**config.mk**
```make
export PLATFORM = sky130hd
export DESIGN_NAME = store_merge
export DESIGN_NICKNAME = d
export VERILOG_FILES = /design/src/rtl/store_merge.sv
export SDC_FILE = /design/constraint.sdc
export NUM_CORES = 1
export LEC_CHECK = 0
export BUFFER_PORTS_ARGS = -buffer_cell sky130_fd_sc_hd__clkbuf_2
export CAP_MARGIN = 20
export CORE_MARGIN = 5
export CORE_UTILIZATION = 49
export CTS_CLUSTER_DIAMETER = 120
export DETAILED_ROUTE_END_ITERATION = 8
export PLACE_DENSITY = 0.84
export SYNTH_ARGS = -nofsm -noshare
export SYNTH_HDL_FRONTEND = slang
export SYNTH_SLANG_ARGS = --single-unit
```
**constraint.sdc**
```tcl
create_clock -name clk -period 3.2 [get_ports clk]
set_input_delay 0.16 -clock clk [delete_from_list [all_inputs] [get_ports clk]]
set_output_delay 0.16 -clock clk [all_outputs]
set_load 0.01 [all_outputs]
```
**src/rtl/store_merge.sv**
```systemverilog
// Sub-word store unit: byte and halfword stores become a read-modify-write of
// the containing word; aligned word stores go straight to a write.
module store_merge #(
   parameter int unsigned ENDIAN = 0
) (
   input  logic        clk,
   input  logic        rst,
   input  logic        req_valid,
   output logic        req_ready,
   input  logic [31:0] req_addr,
   input  logic [31:0] req_data,
   input  logic [1:0]  req_size,
   output logic [31:0] mem_addr,
   output logic        mem_rd,
   output logic        mem_wr,
   output logic [31:0] mem_wdata,
   input  logic [31:0] mem_rdata,
   input  logic        mem_ack,
   output logic        done,
   output logic        err
);

   typedef enum logic [1:0] {
      ST_IDLE,
      ST_READ,
      ST_WRITE
   } state_e;

   state_e      state_q, state_d;
   logic [31:0] addr_q, addr_d;
   logic [15:0] data_q, data_d;
   logic        half_q, half_d;
   logic [31:0] wdata_q, wdata_d;
   logic        done_q, done_d;
   logic        err_q, err_d;

   logic        req_bad;
   logic [1:0]  lane;
   logic [31:0] lane_mask;
   logic [31:0] lane_data;
   logic [31:0] merged;

   assign req_bad = (req_size == 2'b11)
                 || ((req_size == 2'b01) && req_addr[0])
                 || ((req_size == 2'b10) && (req_addr[1:0] != 2'b00));

   // Big-endian flips the byte lane order within the word.
   always_comb begin
      lane      = (ENDIAN != 0) ? ~addr_q[1:0] : addr_q[1:0];
      lane_mask = 32'h0000_00FF << {lane, 3'b000};
      lane_data = {4{data_q[7:0]}};
      if (half_q) begin
         lane_mask = (addr_q[1] ^ (ENDIAN != 0)) ? 32'hFFFF_0000 : 32'h0000_FFFF;
         lane_data = {2{data_q}};
      end
      merged = (mem_rdata & ~lane_mask) | (lane_data & lane_mask);
   end

   // NOTE: every variable gets a default first so no path leaves one unassigned (no latch).
   always_comb begin
      state_d = state_q;
      addr_d  = addr_q;
      data_d  = data_q;
      half_d  = half_q;
      wdata_d = wdata_q;
      done_d  = 1'b0;
      err_d   = 1'b0;
      unique case (state_q)
         ST_IDLE: begin
            if (req_valid) begin
               if (req_bad) begin
                  err_d = 1'b1;
               end else if (req_size == 2'b10) begin
                  addr_d  = req_addr;
                  wdata_d = req_data;
                  state_d = ST_WRITE;
               end else begin
                  addr_d  = req_addr;
                  data_d  = req_data[15:0];
                  half_d  = req_size[0];
                  state_d = ST_READ;
               end
            end
         end
         ST_READ: begin
            if (mem_ack) begin
               wdata_d = merged;
               state_d = ST_WRITE;
            end
         end
         ST_WRITE: begin
            if (mem_ack) begin
               done_d  = 1'b1;
               state_d = ST_IDLE;
            end
         end
         default: state_d = ST_IDLE;
      endcase
   end

   // NOTE: state registers use non-blocking assignments so all flops update together.
   always_ff @(posedge clk or posedge rst) begin
      if (rst) begin
         state_q <= ST_IDLE;
         addr_q  <= '0;
         data_q  <= '0;
         half_q  <= 1'b0;
         wdata_q <= '0;
         done_q  <= 1'b0;
         err_q   <= 1'b0;
      end else begin
         state_q <= state_d;
         addr_q  <= addr_d;
         data_q  <= data_d;
         half_q  <= half_d;
         wdata_q <= wdata_d;
         done_q  <= done_d;
         err_q   <= err_d;
      end
   end

   assign req_ready = (state_q == ST_IDLE);
   assign mem_rd    = (state_q == ST_READ);
   assign mem_wr    = (state_q == ST_WRITE);
   assign mem_addr  = {addr_q[31:2], 2'b00};
   assign mem_wdata = wdata_q;
   assign done      = done_q;
   assign err       = err_q;

endmodule
```
# Word-level counts from Yosys, hierarchy flattened
# Index checks and enable logic that the tools add are counted.
classes:
  n_eq_ne: 10
  n_shift: 1
  muxes: 19
  bitwise: 6
  n_reduce_logical: 11
ops:
  columns: ["cell", "n"]
  rows:
  - ["32-bit two-way mux", 7]
  - ["32-bit AND", 2]
  - ["32-bit one-hot mux with 2 select lines", 1]
  - ["32-bit inverter", 1]
  - ["32-bit bitwise OR", 1]
  - ["8-bit by 5-bit << shifter with 32-bit output, first input constant", 1]
  - ["2-bit two-way mux", 5]
  - ["4-bit AND reduction", 2]
  - ["2-bit == test, second input constant", 3]
  - ["2-bit by 1-bit inequality test with 1-bit output, second input constant", 3]
  - ["2-bit one-hot mux with 3 select lines", 1]
  - ["1-bit two-way mux", 5]
  - ["5-bit AND reduction", 1]
  - ["2-bit by 1-bit == test with 1-bit output, second input constant", 2]
  - ["2-bit inequality test, second input constant", 2]
  - ["2-bit nonzero test", 2]
  - ["3-bit AND reduction", 1]
  - ["1-bit logical AND", 2]
  - ["2-bit logical NOT", 1]
  - ["1-bit logical OR", 2]
  - ["1-bit inverter", 2]
totals:
  regBits: 85
  inputBits: 102
  out_inout_bits: 69
  wordCells: 54

# Logic depth before layout (Yosys ltp)
logic_depth:
  ltp_word: 7
  ltp_mapped: 7
  ltp_nobuf: 5

# Worst setup path before layout
# OpenSTA, ideal clock, no wires.
synth_path:
  path_type: "register to register"
  start: "register state_q[0]"
  end: "register wdata_q[16], in the netlist mem_wdata[16]"
  t_arrival_ns: 1.533
  setup_slack_ns: 1.542
  stages_incl_launch_ff: 7
  path_cell_list: "dfrtp_1 > nor2_2 > o221ai_2 > and3_1 > buf_6 > buf_6 > mux2_4"
synth_between:
  elab_chain_cells: 3
synth_lines:
  columns: ["item", "line_no", "source"]
  rows:
  - ["start, declared", "29", "state_e state_q, state_d;"]
  - ["start signal, assigned", "112", "state_q <= state_d;"]
  - ["2-bit logical NOT *", null, null]
  - ["named net req_ready", "9", "output logic req_ready,"]
  - ["2-bit by 1-bit inequality test with 1-bit output (no line) (tied with other cells)", null, null]
  - ["5-bit AND reduction (no line)", null, null]
  - ["end signal, assigned", "116", "wdata_q <= wdata_d;"]
  - ["end, declared", "33", "logic [31:0] wdata_q, wdata_d;"]
# The timed path passes the listed nets; every way through them passes the cells marked *.
# A chain may end at the register's enable or synchronous reset.

# Worst setup path in the final report
layout_path:
  start: "register state_q[0]"
  end: "register wdata_q[13], in the netlist mem_wdata[13]"
layout_between:
  elab_chain_cells: 3
layout_lines:
  columns: ["item", "line_no", "source"]
  rows:
  - ["2-bit by 1-bit == test with 1-bit output or 2-bit logical NOT (tied branches)", "68", "unique case (state_q)"]
  - ["2-bit by 1-bit inequality test with 1-bit output (no line) (tied with other cells)", null, null]
  - ["5-bit AND reduction (no line)", null, null]
# Parallel ways exist; a longest one is shown, timed or not.

==> impl_metrics.toml <==
[placement]
place_ws_ns = 0.986
dp_hpwl_mm = 8.63
routabilityCongestion = 0.892
port-buffer-count = 168

[synthesis]
synth_edf_count = 0
yosys_register_bits = 85
synthArstFlopShare_pct = 100
yosysWarnings = 0
avgSynthCellArea_um2 = 11.4
synth_area_mm2 = 0.00440
ys_types = 33
ys_seq_area_share_pct = 48.3
synth_area_leaders = "dfrtp_1 (48%), mux2_2 (13%), buf_4 (5.5%)"
yosys.area.top_type = "dfrtp_1"
synth-main-ff-cell = "dfrtp_1"
netlist_instances = 387
yosys.area.top_type_share_pct = 48.3

[sta]
fin_setup_tns_ns = 0
layout_setup_ws_ns = 0.945
worst-slew-pin-transition_ns = 0.967
slew_headroom_pct = 35.4
fin_skew_ns = 0.0102
finalCriticalPeriod_ns = 2.26
fmax_ghz = 0.443
holdWs_ns = 0.0387
slew_violations = 0
hold_viol = 0
rsz0062_at_grt = "false"
post-route-period-util_pct = 70.5
report.final.setup_viol = 0

[clock_tree]
cts_buffers = 9
cts.path.max_buffers = 2
cts_root_buf = "clkbuf_8"
clkLatencyLatePin_ns = 0.35
cts_tree = "done"
h-tree-depth = 3
cts-resized-gates = 0
cts_sinks = 85
post_cts_buffers = 0
path_clk_slew_ns = 0.09
ctsHoldBuffers = 0

[route]
routed_via_density = 5.71
dr.pass1.iters = 5
drc_errors = 0
detail_route.wl_per_cell_um = 18.3
drtAntennaViolNets = 0
wl_mm = 11.5
route.vias.total = 3586
drtIter0Drc = 251

[floorplan]
num_io_pins = 171
dieHeight_um = 105
die_w_um = 105
die_area_mm2 = 0.0110
rows = 34
start_util_pct = 50.5
core_mm2 = 0.00872

[flow_run]
max-cap-violations = 0

[global_routing]
grt_pass1_vias = 3741
grt.total_usage_pct = 20.7
grt_max_degree = 67
grt_pass1_wl_mm = 18.5
antenna_found_initial = 0
grt-ovfl-total = 0

[worst_setup_path]
worstReg2RegEnd = "mem_wdata[13]"
ff2ff_setup_slack_ns = 0.94
path_class = "flop to flop"
path_max_fanout = 24
rr_worst_depth = 5
crit_path_end = "mem_wdata[13]"
cp_num_cells = 5
end_kind = "flop"
max_stage_delay_ns = 0.75
crit_start = "state_q[0]"
crit_arrival_ns = 2.48
worstPathCellList = "nor2_1, a32o_2, and3_2, buf_4, a31oi_2"
path_delay_family = "simple AND/OR/NAND/NOR gates"
r2r-start = "state_q[0]"
crit_path_top_delay_cell = "and3_2"
path_buf_inv = 1
critPathRequiredTime_ns = 3.42
crit_path_start_kind = "flop"

[final_layout]
drive_gt1_share_pct = 52.3
final_util_pct = 60.2
syn2layout_area_growth_pct = 19.2
num_antenna_cells = 0
num-fill-cells = 730
fin_nets = 617

[status]
outcome = "complete, no violations"

[power]
vdd_ir_drop_max_mv = 0.378
power.density_mw_per_mm2 = 849
p_leak_nw = 2.51

[min_path]
hold_class = "primary input to flop"
## layer usage
layer,global-route usage (%),vias up,part of all wire (%)
li1,-,1633,-
met5,0,-,0
met3,4.62,24,8.4
met4,8.40,0,2.5
met1,27.2,1727,41
met2,33.3,202,48
## power by group
part | switching [mW] | internal, mW
registers | 0.328 | 1.54
logic | 1.00 | 0.919
clock network | 0.382 | 0.281
total | 1.71 | 2.74
## flip-flops by register name, indices dropped and copies added (netlist names)
| name | cells |
|---|---|
| half_q | 1 |
| mem_wdata | 32 |
| state_q | 2 |
| err | 1 |
| addr_q | 32 |
| data_q | 16 |
| done | 1 |
## worst min-delay path by stage
| stage | from | endpoint | depth (start not counted) | slack (ns) |
|---|---|---|---|---|
| 3_3_place_gp | req_addr[17] | addr_q[17] | 2 | 0.38 |
| 5_1_grt | req_addr[17] | addr_q[17] | 2 | 0.03 |
| 4_1_cts | req_addr[17] | addr_q[17] | 2 | 0.03 |
| 6_report | req_addr[17] | addr_q[17] | 2 | 0.04 |
| 2_1_floorplan | req_valid | err | 2 | 0.27 |
| 3_5_place_dp | req_addr[17] | addr_q[17] | 2 | 0.39 |
## worst register-to-register path, cell delays in order, from the launching register on
cell and delay [ns]:
dfrtp_1 0.45, nor2_1 0.12, a32o_2 0.36, and3_2 0.75, buf_4 0.34, a31oi_2 0.11
## stage by stage
step                      total power [mW]  cell area, um^2  cells
after floorplan                       3.28             4410    388
after global routing                  4.75             5250    628
final                                 4.45             5250    628
after global placement                3.72             5040    610
after CTS                             4.48             5210    626
after detailed placement              3.81             5040    610
## synth_stat cells, types with 2 or more instances
library cell,n
nand2b_1,2
nor2b_1,5
o221ai_1,8
nand2_1,12
o21ai_0,25
buf_2,8
a21oi_1,17
and3_1,2
nor2_1,21
mux2_2,51
a2bb2oi_1,4
a22o_1,4
mux2_4,16
buf_4,32
inv_1,10
nor3b_1,4
dfrtp_1,85
clkbuf_1,15
mux2_1,2
o211ai_1,4
a31oi_2,10
buf_6,4
o21a_1,7
a31oi_1,30
## logic make-up after synthesis
kind of cell	synth area share, %
other	0.0852
AND/OR/NAND/NOR	5.14
flip-flops	48.3
multiplexers	19.0
buffers and inverters	9.60
AO/OA/AOI/OAI	17.8
## cell type report
class	instances	area [um^2]	area share [%]
well taps	108	135	2.58
flip-flops and latches	85	2130	40.5
clock buffers	10	128	2.43
repair buffers	175	916	17.5
inverters	11	42.5	0.811
multi-input cells	233	1860	35.4
clock inverters	6	40.0	0.763
## cells in the final DEF (no fill, tap or decap), types with 4 or more instances in the layout
cell type and n:
a21oi_1 17, a22o_1 4, a2bb2oi_1 4, a31oi_1 30, a31oi_2 10, buf_4 5, clkbuf_2 168, clkbuf_8 9
clkinv_2 4, dfrtp_1 85, inv_1 9, mux2_2 51, mux2_4 16, nand2_1 12, nor2_1 21, nor2b_1 5
nor3b_1 4, o211ai_1 4, o21a_1 7, o21ai_0 25, o221ai_1 8
No activity file was read; power rests on OpenSTA's default activity.
